## config.mk

```make
export PLATFORM = sky130hd
export DESIGN_NAME = dac_channel_scheduler
export DESIGN_NICKNAME = d
export VERILOG_FILES = /design/src/rtl/dac_channel_scheduler_pkg.sv /design/src/rtl/dac_req_slot.sv /design/src/rtl/dac_channel_scheduler.sv
export SDC_FILE = /design/constraint.sdc
export NUM_CORES = 1
export LEC_CHECK = 0
export BUFFER_PORTS_ARGS = -buffer_cell sky130_fd_sc_hd__clkbuf_2
export CAP_MARGIN = 20
export CORE_MARGIN = 2
export CORE_UTILIZATION = 47
export DETAILED_ROUTE_END_ITERATION = 8
export PLACE_DENSITY = 0.74
export REMOVE_ABC_BUFFERS = 1
export SLEW_MARGIN = 20
export SYNTH_ARGS = -nofsm -noshare
export SYNTH_HDL_FRONTEND = slang
export SYNTH_SLANG_ARGS = --single-unit
```

## constraint.sdc

```tcl
create_clock -name clk_50MHZ -period 1.63 [get_ports clk_50MHZ]
set_input_delay 0.2445 -clock clk_50MHZ [delete_from_list [all_inputs] [get_ports clk_50MHZ]]
set_output_delay 0.2445 -clock clk_50MHZ [all_outputs]
set_load 0.02 [all_outputs]
```

## src/rtl/dac_channel_scheduler_pkg.sv

```systemverilog
// -----------------------------------------------------------------------------
// dac_channel_scheduler_pkg
// Shared definitions for the two-channel DAC scheduler:
//   - default sample width and Busy timeout
//   - DAC channel encodings (CH_A = DAC0/A, CH_B = DAC1/B)
//   - scheduler FSM state encoding
//   - round-robin grant helper
// -----------------------------------------------------------------------------
package dac_channel_scheduler_pkg;

   localparam int DAC_WIDTH            = 10;
   localparam int BUSY_TIMEOUT_DEFAULT = 64;

   localparam logic CH_A = 1'b0;
   localparam logic CH_B = 1'b1;

   typedef enum logic [1:0] {
      S_IDLE      = 2'd0,
      S_ISSUE     = 2'd1,
      S_WAIT_BUSY = 2'd2,
      S_WAIT_DONE = 2'd3
   } sched_state_e;

   // Round-robin pick: a lone pending channel wins outright; on a tie the
   // channel that was not granted last time wins.
   function automatic logic rr_pick(input logic pend_a,
                                    input logic pend_b,
                                    input logic last_grant);
      logic pick;
      if (pend_a && pend_b) begin
         pick = ~last_grant;
      end else if (pend_b) begin
         pick = CH_B;
      end else begin
         pick = CH_A;
      end
      return pick;
   endfunction

endpackage

```

## src/rtl/dac_req_slot.sv

```systemverilog
// -----------------------------------------------------------------------------
// dac_req_slot
// One-deep pending-sample slot for a single DAC channel.
// Ports:
//   clk, reset   : system clock, synchronous active-high reset
//   strobe       : capture data as the pending sample
//   data         : sample to capture
//   consume      : scheduler is issuing the pending sample this cycle
//   clear_flags  : clear the sticky overrun flag
//   pending      : a sample is waiting to be issued
//   q            : the pending (or most recently issued) sample
//   overrun      : sticky, a pending sample was overwritten before issue
// -----------------------------------------------------------------------------
module dac_req_slot
   import dac_channel_scheduler_pkg::*;
#(
   parameter int WIDTH = DAC_WIDTH
) (
   input  logic             clk,
   input  logic             reset,
   input  logic             strobe,
   input  logic [WIDTH-1:0] data,
   input  logic             consume,
   input  logic             clear_flags,
   output logic             pending,
   output logic [WIDTH-1:0] q,
   output logic             overrun
);

   logic             pending_q, pending_d;
   logic [WIDTH-1:0] data_q, data_d;
   logic             overrun_q, overrun_d;

   // Next-state for the slot. A strobe coinciding with consume refills the
   // slot (the old value is what gets issued) and is not an overrun.
   always_comb begin
      pending_d = pending_q;
      data_d    = data_q;
      overrun_d = overrun_q;

      if (strobe) begin
         pending_d = 1'b1;
         data_d    = data;
      end else if (consume) begin
         pending_d = 1'b0;
      end else begin
         pending_d = pending_q;
      end

      // Setting beats clearing when both happen in the same cycle.
      if (strobe && pending_q && !consume) begin
         overrun_d = 1'b1;
      end else if (clear_flags) begin
         overrun_d = 1'b0;
      end else begin
         overrun_d = overrun_q;
      end
   end

   // Slot state registers.
   always_ff @(posedge clk) begin
      if (reset) begin
         pending_q <= 1'b0;
         data_q    <= '0;
         overrun_q <= 1'b0;
      end else begin
         pending_q <= pending_d;
         data_q    <= data_d;
         overrun_q <= overrun_d;
      end
   end

   assign pending = pending_q;
   assign q       = data_q;
   assign overrun = overrun_q;

endmodule

```

## src/rtl/dac_channel_scheduler.sv

```systemverilog
// -----------------------------------------------------------------------------
// dac_channel_scheduler
// Shares one two-channel DAC front end between two sample sources. Each
// channel has a one-deep pending slot; a round-robin arbiter picks which
// pending sample is written next, and an FSM issues a one-cycle write and
// follows the DAC Busy handshake through the conversion.
// Ports:
//   clk_50MHZ, reset        : system clock, synchronous active-high reset
//   wr0_strobe/wr0_data     : ch0 sample write
//   wr1_strobe/wr1_data     : ch1 sample write
//   clear_flags             : clear overrun0/overrun1/timeout_err
//   dac_busy                : Busy from the DAC interface
//   dac_trigger             : one-cycle DAC write strobe
//   dac_channel/dac_din     : channel select and data, held until next write
//   done0/done1             : one-cycle conversion-complete pulses
//   overrun0/overrun1       : sticky pending-sample-overwritten flags
//   timeout_err             : sticky, Busy never rose after a write
//   idle                    : FSM idle and nothing pending
// -----------------------------------------------------------------------------
module dac_channel_scheduler
   import dac_channel_scheduler_pkg::*;
#(
   parameter int WIDTH        = DAC_WIDTH,
   parameter int BUSY_TIMEOUT = BUSY_TIMEOUT_DEFAULT
) (
   input  logic             clk_50MHZ,
   input  logic             reset,
   input  logic             wr0_strobe,
   input  logic [WIDTH-1:0] wr0_data,
   input  logic             wr1_strobe,
   input  logic [WIDTH-1:0] wr1_data,
   input  logic             clear_flags,
   input  logic             dac_busy,
   output logic             dac_trigger,
   output logic             dac_channel,
   output logic [WIDTH-1:0] dac_din,
   output logic             done0,
   output logic             done1,
   output logic             overrun0,
   output logic             overrun1,
   output logic             timeout_err,
   output logic             idle
);

   localparam int            CW       = $clog2(BUSY_TIMEOUT);
   localparam logic [CW-1:0] CNT_LAST = CW'(BUSY_TIMEOUT - 1);
   localparam logic [CW-1:0] CNT_MAX  = {CW{1'b1}};

   sched_state_e     state_q;
   logic             trigger_q;
   logic             channel_q;
   logic [WIDTH-1:0] din_q;
   logic             done0_q, done1_q;
   logic             timeout_q;
   logic             idle_q;
   logic             last_grant_q;
   logic [CW-1:0]    cnt_q;

   logic             pend0, pend1;
   logic [WIDTH-1:0] q0, q1;
   logic             consume0_d, consume1_d;
   logic             issue_go_d;
   logic             grant_ch_d;
   logic [WIDTH-1:0] grant_din_d;
   logic [CW-1:0]    cnt_inc_d;
   logic             timeout_hit_d;
   logic             to_idle_d;
   logic             pend0_next_d, pend1_next_d;

   dac_req_slot #(.WIDTH(WIDTH)) u_slot0 (
      .clk         (clk_50MHZ),
      .reset       (reset),
      .strobe      (wr0_strobe),
      .data        (wr0_data),
      .consume     (consume0_d),
      .clear_flags (clear_flags),
      .pending     (pend0),
      .q           (q0),
      .overrun     (overrun0)
   );

   dac_req_slot #(.WIDTH(WIDTH)) u_slot1 (
      .clk         (clk_50MHZ),
      .reset       (reset),
      .strobe      (wr1_strobe),
      .data        (wr1_data),
      .consume     (consume1_d),
      .clear_flags (clear_flags),
      .pending     (pend1),
      .q           (q1),
      .overrun     (overrun1)
   );

   // Arbitration, timeout detection and next-idle prediction.
   always_comb begin
      issue_go_d    = 1'b0;
      grant_ch_d    = CH_A;
      grant_din_d   = q0;
      consume0_d    = 1'b0;
      consume1_d    = 1'b0;
      cnt_inc_d     = cnt_q;
      timeout_hit_d = 1'b0;
      to_idle_d     = 1'b0;

      // A new write only starts once the DAC has dropped Busy, which also
      // covers a reset that aborted a conversion still in flight.
      if ((state_q == S_IDLE) && !dac_busy && (pend0 || pend1)) begin
         issue_go_d = 1'b1;
         grant_ch_d = rr_pick(pend0, pend1, last_grant_q);
      end else begin
         issue_go_d = 1'b0;
         grant_ch_d = CH_A;
      end

      if (grant_ch_d == CH_B) begin
         grant_din_d = q1;
      end else begin
         grant_din_d = q0;
      end

      consume0_d = issue_go_d && (grant_ch_d == CH_A);
      consume1_d = issue_go_d && (grant_ch_d == CH_B);

      // Saturating increment; the counter never wraps.
      if (cnt_q == CNT_MAX) begin
         cnt_inc_d = cnt_q;
      end else begin
         cnt_inc_d = cnt_q + CW'(1);
      end

      timeout_hit_d = (state_q == S_WAIT_BUSY) && !dac_busy && (cnt_inc_d == CNT_LAST);

      case (state_q)
         S_IDLE:      to_idle_d = !issue_go_d;
         S_ISSUE:     to_idle_d = 1'b0;
         S_WAIT_BUSY: to_idle_d = timeout_hit_d;
         S_WAIT_DONE: to_idle_d = !dac_busy;
         default:     to_idle_d = 1'b1;
      endcase

      pend0_next_d = wr0_strobe || (pend0 && !consume0_d);
      pend1_next_d = wr1_strobe || (pend1 && !consume1_d);
   end

   // Scheduler FSM with registered DAC strobes and status outputs.
   always_ff @(posedge clk_50MHZ) begin
      if (reset) begin
         state_q      <= S_IDLE;
         trigger_q    <= 1'b0;
         channel_q    <= CH_A;
         din_q        <= '0;
         done0_q      <= 1'b0;
         done1_q      <= 1'b0;
         timeout_q    <= 1'b0;
         idle_q       <= 1'b1;
         last_grant_q <= CH_B;
         cnt_q        <= '0;
      end else begin
         trigger_q <= 1'b0;
         done0_q   <= 1'b0;
         done1_q   <= 1'b0;
         idle_q    <= to_idle_d && !pend0_next_d && !pend1_next_d;

         // A timeout in the same cycle as clear_flags keeps the flag set.
         if (timeout_hit_d) begin
            timeout_q <= 1'b1;
         end else if (clear_flags) begin
            timeout_q <= 1'b0;
         end else begin
            timeout_q <= timeout_q;
         end

         case (state_q)
            S_IDLE: begin
               if (issue_go_d) begin
                  state_q      <= S_ISSUE;
                  trigger_q    <= 1'b1;
                  channel_q    <= grant_ch_d;
                  din_q        <= grant_din_d;
                  last_grant_q <= grant_ch_d;
               end else begin
                  state_q <= S_IDLE;
               end
            end
            S_ISSUE: begin
               state_q <= S_WAIT_BUSY;
               cnt_q   <= '0;
            end
            S_WAIT_BUSY: begin
               if (dac_busy) begin
                  state_q <= S_WAIT_DONE;
               end else if (timeout_hit_d) begin
                  state_q <= S_IDLE;
               end else begin
                  cnt_q <= cnt_inc_d;
               end
            end
            S_WAIT_DONE: begin
               if (!dac_busy) begin
                  state_q <= S_IDLE;
                  done0_q <= (channel_q == CH_A);
                  done1_q <= (channel_q == CH_B);
               end else begin
                  state_q <= S_WAIT_DONE;
               end
            end
            default: begin
               state_q <= S_IDLE;
            end
         endcase
      end
   end

   assign dac_trigger = trigger_q;
   assign dac_channel = channel_q;
   assign dac_din     = din_q;
   assign done0       = done0_q;
   assign done1       = done1_q;
   assign timeout_err = timeout_q;
   assign idle        = idle_q;

endmodule

```

### Word level (Yosys, flattened, before mapping)

Index checks and enable logic that the tools add are counted.

* add/sub/neg operators: 1
* equal/unequal tests: 8
* muxes and demuxes: 24
* bitwise gates (word level): 5
* reductions and logical operators: 35

Operator list (number)
* 6-bit 2-to-1 mux: 3
* 1-bit logical AND: 15
* 1-bit 2-to-1 mux: 14
* 6-bit equality test, second input constant: 2
* 6-bit one-hot mux with 2 select lines: 1
* 2-bit nonzero test: 6
* 10-bit 2-to-1 mux: 1
* 2-bit one-hot mux with 4 select lines: 1
* 6-bit by 1-bit adder with 6-bit output, second input constant: 1
* 1-bit logical NOT: 6
* 2-bit 2-to-1 mux: 3
* 1-bit inverter: 5
* 2-bit equality test, second input constant: 2
* 2-bit != test, second input constant: 2
* 1-bit one-hot mux with 4 select lines: 1
* 1-bit logical OR: 3
* 3-bit != test, second input constant: 1
* 3-bit AND reduction: 1
* 3-bit OR reduction: 1
* 2-bit by 1-bit equality test with 1-bit output, second input constant: 1
* 2-bit logical NOT: 1
* 2-bit AND reduction: 1
* 2-bit OR reduction: 1

* register bits after elaboration: 49
* input port bits: 26
* output and inout bits: 18
* word-level logic and storage cells: 89

### Longest topological paths before layout

Gate-level depths: netlist of run 1.

* depth in word-level cells: 12
* gate-level depth with buffers: 6

### Cells and area by module

A second synthesis of run 1 with hierarchy kept.

* cells, all modules: 225
* area, all modules: 2115.8 sq um

Modules (own cells, without submodules)
* dac_channel_scheduler: instances 1, cells an instance 147, area an instance 1265.0 sq um, seq. area each 500.5 sq um
* dac_req_slot: instances 2, cells an instance 39, area an instance 425.4 sq um, seq. area each 240.2 sq um

### Worst setup path before layout of run 1

Ideal clock, no wire load.

* path type: register to register
* from: register cnt_q[0]
* to: register cnt_q[0]
* library setup time: 0.117 ns
* arrival time: 1.504 ns
* required time: 1.513 ns
* setup slack: 0.009 ns
* cell stages (with the launch flop): 6
* buffers on the path: 0
* cells stage by stage: dfxtp_1 -> ha_1 -> or4_4 -> o21ai_4 -> a21oi_2 -> a32o_1

* word-level cells in the longest chain between the ends: 6
* elaborated cells between the ends (all ways): 10

RTL lines
* from (decl): RTL line dac_channel_scheduler.sv:57 `logic [CW-1:0] cnt_q;`
* from (signal assigned): RTL line dac_channel_scheduler.sv:195 `cnt_q <= cnt_inc_d;`
* 6-bit by 1-bit adder with 6-bit output / 6-bit equality test (equally long branches): RTL line dac_channel_scheduler.sv:128, dac_channel_scheduler.sv:125
* 6-bit 2-to-1 mux *: RTL line dac_channel_scheduler.sv:125 `if (cnt_q == CNT_MAX) begin`
* 6-bit equality test: RTL line dac_channel_scheduler.sv:131 `timeout_hit_d = (state_q == S_WAIT_BUSY) && !dac_busy && (cnt_inc_d == CNT_LAST);`
* 1-bit logical AND: RTL line dac_channel_scheduler.sv:131
* 2-bit != test (no source line)
* 3-bit AND reduction (no source line)

Mark *: on every way between the ends. The rest lies on a longest branch, timed or not. The select of a mux whose other input is x is not followed.
A chain may end at the register's enable or synchronous reset.

### Worst setup path in the final report of run 1

* from: register cnt_q[1]
* to: register cnt_q[0]

The elaborated chain is that of the path after synthesis.

==> results of run 1 <==
cell families (layout without fill, tap and decap cells):
kind of cell	after synthesis	count (layout)
and+or+nand+nor	74	74
DFF	49	49
muxes	21	21
AOI/OAI and AO/OA	40	40
adders and majority gates	1	1
buffers and inverters	17	69
stage by stage:
step | power, mW | setup WS, ns | cells | hold slack (ns) | area (um^2)
2_1_floorplan | 1.46 | 0.00865 | 190 | 0.314 | 1900
3_3_place_gp | 1.61 | 0.0351 | 297 | 0.434 | 2310
3_5_place_dp | 1.61 | 0.00434 | 297 | 0.442 | 2310
4_1_cts | 2.44 | 0.0143 | 304 | 0.168 | 2420
5_1_grt | 2.53 | 0.000749 | 304 | 0.180 | 2440
6_report | 2.42 | 0.0602 | 304 | 0.167 | 2440
final cells by class:
type                       instances  area share [%]
inverter                           5           0.770
multi-input combinational        136            37.8
tap                               50            2.57
sequential                        49            40.4
timing repair buffer              57            14.2
clock inverter                     2            1.44
clock buffer                       5            2.82
Yosys cell counts, types with 2 or more instances:
cell / number
a21oi_1: 4
a211oi_1: 2
o22ai_1: 4
nand2_1: 11
mux2i_1: 21
a31oi_1: 2
nand3_1: 5
clkbuf_1: 3
inv_1: 5
nor4_1: 2
buf_2: 4
o21ai_0: 3
nor2b_1: 3
nor2_1: 40
dfxtp_1: 49
a222oi_1: 10
nand2b_1: 2
buf_1: 5
worst max-delay path: cells and delay by family, from the launching register on:
family	cells	cell delay (ns)
compound gates	3	0.42
flops	1	0.35
simple gates	1	0.53
fa+ha+maj	1	0.17
repair_timing:
item / CTS / global route
hold endpoints to repair: 0 / 0
gates resized for setup: 2 / 8
hold buffers: 0 / 0
setup endpoints to repair: 2 / 14
cells in the final DEF (no fill, tap or decap), types with 2 or more instances in the layout:
master | Yosys | routed
dfxtp_1 | 49 | 45
a211oi_1 | 2 | 2
nand3_1 | 5 | 4
o21ai_0 | 3 | 2
dfxtp_2 | 0 | 4
o21ai_1 | 1 | 2
nand2_1 | 11 | 11
nand2b_1 | 2 | 2
a222oi_1 | 10 | 10
a21oi_1 | 4 | 4
clkbuf_8 | 0 | 5
buf_4 | 0 | 12
mux2i_1 | 21 | 21
a31oi_1 | 2 | 2
clkbuf_2 | 0 | 43
nor2b_1 | 3 | 3
o22ai_1 | 4 | 4
nor2_1 | 40 | 40
inv_1 | 5 | 5
nor4_1 | 2 | 2
buf_12 | 0 | 2
power groups by stage:
stage / logic [mW] / clock network (mW) / registers [mW]
4_1_cts: 0.291 / 0.847 / 1.30
3_5_place_dp: 0.290 / 0 / 1.32
2_1_floorplan: 0.124 / 0 / 1.34
3_3_place_gp: 0.285 / 0 / 1.32
5_1_grt: 0.321 / 0.905 / 1.31
6_report: 0.290 / 0.830 / 1.30
state kept, by name, summed over array words and instances (netlist names), 2 cells and up:
name and cells:
cnt_q 6, dac_din 10, u_slot0.q 10, state_q 2, u_slot1.q 10
final timing paths:
path,slack [ns],startpoint,cells after the start,endpoint
hold reg to reg,0.45,dac_channel$_SDFFE_PP0P_,1,done0$_SDFF_PP0_
setup / recovery,0.06,cnt_q[1]$_SDFFE_PP0P_,5,cnt_q[0]$_SDFFE_PP0P_
setup reg to reg,0.06,cnt_q[1]$_SDFFE_PP0P_,5,cnt_q[0]$_SDFFE_PP0P_
hold / removal,0.17,clear_flags,2,timeout_err$_SDFFE_PP0P_
layer usage:
layer | share of wire, % | vias to the layer above
met4 | 0.97 | 0
met2 | 49 | 40
met5 | 0 | -
met3 | 5.2 | 4
li1 | - | 835
met1 | 45 | 767
==> flow_metrics.tcl, run 1 <==
set metrics [dict create \
    grtUsageMet3_pct 5.10 \
    synthCells 202 \
    cts_buffer_depth 2 \
    num_io_pins 44 \
    multi_input_area_um2 922 \
    ys_types 45 \
    grt_pass1_wl_um 6700 \
    power_switching_uw 584 \
    grt_pass1_vias 1486 \
    cts_buffers 5 \
    num_rows 23 \
    synthToLayoutAreaGrowth_pct 25.2 \
    path_cells "ha_4 > or4_4 > o21ai_4 > a21oi_2 > a32o_1" \
    seq_power_share_pct 53.7 \
    worst_pin_slew_ns 0.392 \
    start_kind "flip-flop" \
    cts.sinks 49 \
    grt_overflow_total 0 \
    dieHeight_um 68.4 \
    wl_per_cell_um 13.9 \
    slowest_delay_ns 0.53 \
    final-setup-viol-count 0 \
    syn_avg_cell_area_um2 9.64 \
    drt_first_iter_violations 107 \
    synthAdderAreaFrac_pct 0.642 \
    top_usage_layer "met2" \
    clock_latency_ns 0.29 \
    switching_share_pct 24.1 \
    antenna_found_initial 0 \
    finClkSkew_ns 0.00620 \
    p_int_mw 1.84 \
    place_hpwl_um 3080 \
    drc 0 \
    synth_top_family_by_area "simple AND/OR/NAND/NOR gates" \
    drive_gt1_share_pct 31.1 \
    synth_flop_cell "dfxtp_1" \
    hp-class "primary input to flip-flop" \
    yosysTopAreaCell "dfxtp_1" \
    leakage_nw 1.05 \
    clkTransAtPathRegs_ns 0.09 \
    end_kind "flip-flop" \
    initial_utilization_pct 48.7 \
    drv_slew 0 \
    use_met1_pct 24.5 \
    pwr_density_cell_nw_per_um2 992 \
    layout.nets 281 \
    synth_edf_count 0 \
    crit_required_ns 1.82 \
    die_w_um 68.4 \
    rsz0062_at_grt "no" \
    cp_data_arrival_time_ns 1.76 \
    synth-simple-area-share_pct 17.7 \
    diodes 0 \
    fillers 349 \
    synth_xor_area_share_pct 0 \
    synth_area_leaders "dfxtp_1 (50%), mux2i_1 (11%), nor2_1 (7.7%)" \
    grt.total_usage_pct 19.4 \
    core_um2 4000 \
    numPortBuffers 43 \
    critPathKind "flip-flop to flip-flop" \
    ys_ff_latch 49 \
    synth.area.mux_share_pct 10.8 \
    fin_util_pct 61.0 \
    yosysSeqAreaShare_pct 50.4 \
    grt_max_degree 47 \
    p_clk_share_pct 34.3 \
    critPathSlowestCell "or4_4" \
    hold_viol 0 \
    yosys_warnings 0 \
    met2_usage_pct 32.2 \
    post_cts_buffers 0 \
    combPwrFrac_pct 12.0 \
    synthDominantCellAreaShare_pct 50.4 \
    syn_area_um2 1950 \
    cts_tree "built" \
    drt_first_pass_iters 5 \
    fin_crit_ns 1.57 \
    clock-root-buffer "clkbuf_8" \
    synth-compound-area-share_pct 17.0 \
    viasPerCell 5.41 \
    relSlewSlack_pct 73.8 \
    min_period_over_period_pct 96.3 \
    fmax_mhz 637 \
    drv_cap 0 \
    crit_fanout 5 \
    gp_congestion 0.765 \
    routed_wl_um 4240 \
    die_area_um2 4680 \
    final.setup.tns_ns 0 \
    async_reset_ff_share_pct 0 \
    outcome "complete, no violations" \
    ff_latch_area_um2 986 \
    num_vias 1646 \
    vdd.ir_drop.worst_v 0.000589 \
    htreeDepth 2 \
    drtAntennaViolNets 0 \
]
Power figures use the tool's default switching activity.
==> inputs of run 2 (changes only) <==
--- a/config.mk
+++ b/config.mk
@@ -10,9 +10,9 @@
 export CORE_MARGIN = 2
 export CORE_UTILIZATION = 47
 export DETAILED_ROUTE_END_ITERATION = 8
+export MAX_ROUTING_LAYER = met4
 export PLACE_DENSITY = 0.74
 export REMOVE_ABC_BUFFERS = 1
-export SLEW_MARGIN = 20
 export SYNTH_ARGS = -nofsm -noshare
 export SYNTH_HDL_FRONTEND = slang
 export SYNTH_SLANG_ARGS = --single-unit
==> run 2 against run 1 <==
Net effect: global-route usage increased by 0.62 points; cell area did not move; register-to-register slack is essentially flat; sequential power about the same; hold slack worse by 0.00060 ns; die area stayed put.
==> flow_metrics.tcl, run 2 (same netlist as run 1, synthesis figures left out) <==
set metrics [dict create \
    initial_utilization_pct 48.7 \
    drt_first_pass_iters 5 \
    core_um2 4000 \
    diodes 0 \
    hold_ws_ns 0.166 \
    min_period_over_period_pct 96.4 \
    layout.nets 281 \
    num_io_pins 44 \
    drc 0 \
    layout_commonest_cell "dfxtp_1" \
    pwr_density_cell_nw_per_um2 992 \
    relSlewSlack_pct 73.3 \
    clock_latency_ns 0.29 \
    place_hpwl_um 3080 \
    cp_data_arrival_time_ns 1.76 \
    critPathKind "flip-flop to flip-flop" \
    drv_slew 0 \
    grt_pass1_vias 1480 \
    finalPower_mw 2.42 \
    num_rows 23 \
    final.setup.tns_ns 0 \
    fmax_mhz 636 \
    gp_congestion 0.776 \
    crit_fanout 5 \
    synthToLayoutAreaGrowth_pct 25.2 \
    rsz0062_at_grt "no" \
    viasPerCell 5.44 \
    drt_first_iter_violations 138 \
    crit_required_ns 1.82 \
    dieHeight_um 68.4 \
    grt_pass1_wl_um 6740 \
    die_area_um2 4680 \
    placed_cell_area_um2 2310 \
    grt_max_degree 47 \
    wl_per_cell_um 13.9 \
    drv_cap 0 \
    grt.total_usage_pct 20.0 \
    fillers 349 \
    grt_overflow_total 0 \
    cts_buffers 5 \
    hp-class "primary input to flip-flop" \
    outcome "complete, no violations" \
    path_buf_inv 0 \
    fin_util_pct 61.0 \
    numPortBuffers 43 \
    cpLargestDelayFamily "simple AND/OR/NAND/NOR gates" \
    path_cells "ha_4 > or4_4 > o21ai_4 > a21oi_2 > a32o_1" \
    drive_gt1_share_pct 31.1 \
    slowest_delay_ns 0.53 \
    start_kind "flip-flop" \
    cts.sinks 49 \
    leakage_nw 1.05 \
    end_kind "flip-flop" \
    die_w_um 68.4 \
    routed_wl_um 4230 \
    clkTransAtPathRegs_ns 0.09 \
    critPathSlowestCell "or4_4" \
    cts_buffer_depth 2 \
    finClkSkew_ns 0.00618 \
    drtAntennaViolNets 0 \
    final_cell_mix "dfxtp_1 (45), clkbuf_2 (43), nor2_1 (40)" \
    num_vias 1655 \
    hold_viol 0 \
    fin_crit_ns 1.57 \
    post_cts_buffers 0 \
    htreeDepth 2 \
    final_area_um2 2440 \
    vdd.ir_drop.worst_v 0.000590 \
    clock-root-buffer "clkbuf_8" \
    antenna_found_initial 0 \
    worst_pin_slew_ns 0.400 \
    cts_tree "built" \
    final-setup-viol-count 0 \
]
-- run 2: cell counts in the layout (fill, tap and decap cells not counted) --
No cell type changed its count.
-- run 2: metrics by stage --
stage,worst slack [ns],instances
2_1_floorplan,0.00865,190
3_3_place_gp,0.0351,297
3_5_place_dp,0.00434,297
4_1_cts,0.0143,304
5_1_grt,0.000749,304
6_report,0.0587,304
-- run 2: cell type report --
class                           count  area (um^2)  share of cell area, %
Inverter                            5         18.8                  0.770
Tap cell                           50         62.6                   2.57
Multi-Input combinational cell    136          922                   37.8
Clock buffer                        5         68.8                   2.82
Clock inverter                      2         35.0                   1.44
Timing Repair Buffer               57          345                   14.2
Sequential cell                    49          986                   40.4
-- run 2: worst paths after layout --
path	start	to	slack, ns	depth (start not counted)
setup / recovery	cnt_q[1]$_SDFFE_PP0P_	cnt_q[0]$_SDFFE_PP0P_	0.06	5
hold / removal	clear_flags	timeout_err$_SDFFE_PP0P_	0.17	2
setup reg to reg	cnt_q[1]$_SDFFE_PP0P_	cnt_q[0]$_SDFFE_PP0P_	0.06	5
hold reg to reg	dac_channel$_SDFFE_PP0P_	done0$_SDFF_PP0_	0.45	1
-- run 2: timing repair --
item,in CTS,in global routing
setup endpoints to repair,2,14
hold buffers,0,0
resized for setup,2,8
-- run 2: where the power goes --
group / internal, mW / switching [mW]
Sequential: 1.26 / 0.0433
Combinational: 0.133 / 0.156
Clock: 0.446 / 0.384
-- run 2: routing by layer --
layer	vias to the layer above	part of all wire, %	global-route usage (%)	wire length [um]
met1	769	45	24.9	1890
met2	47	49	32.2	2080
li1	835	-	-	-
met5	-	0	-	0
met3	4	5.0	4.77	212
met4	0	0.95	5.75	40
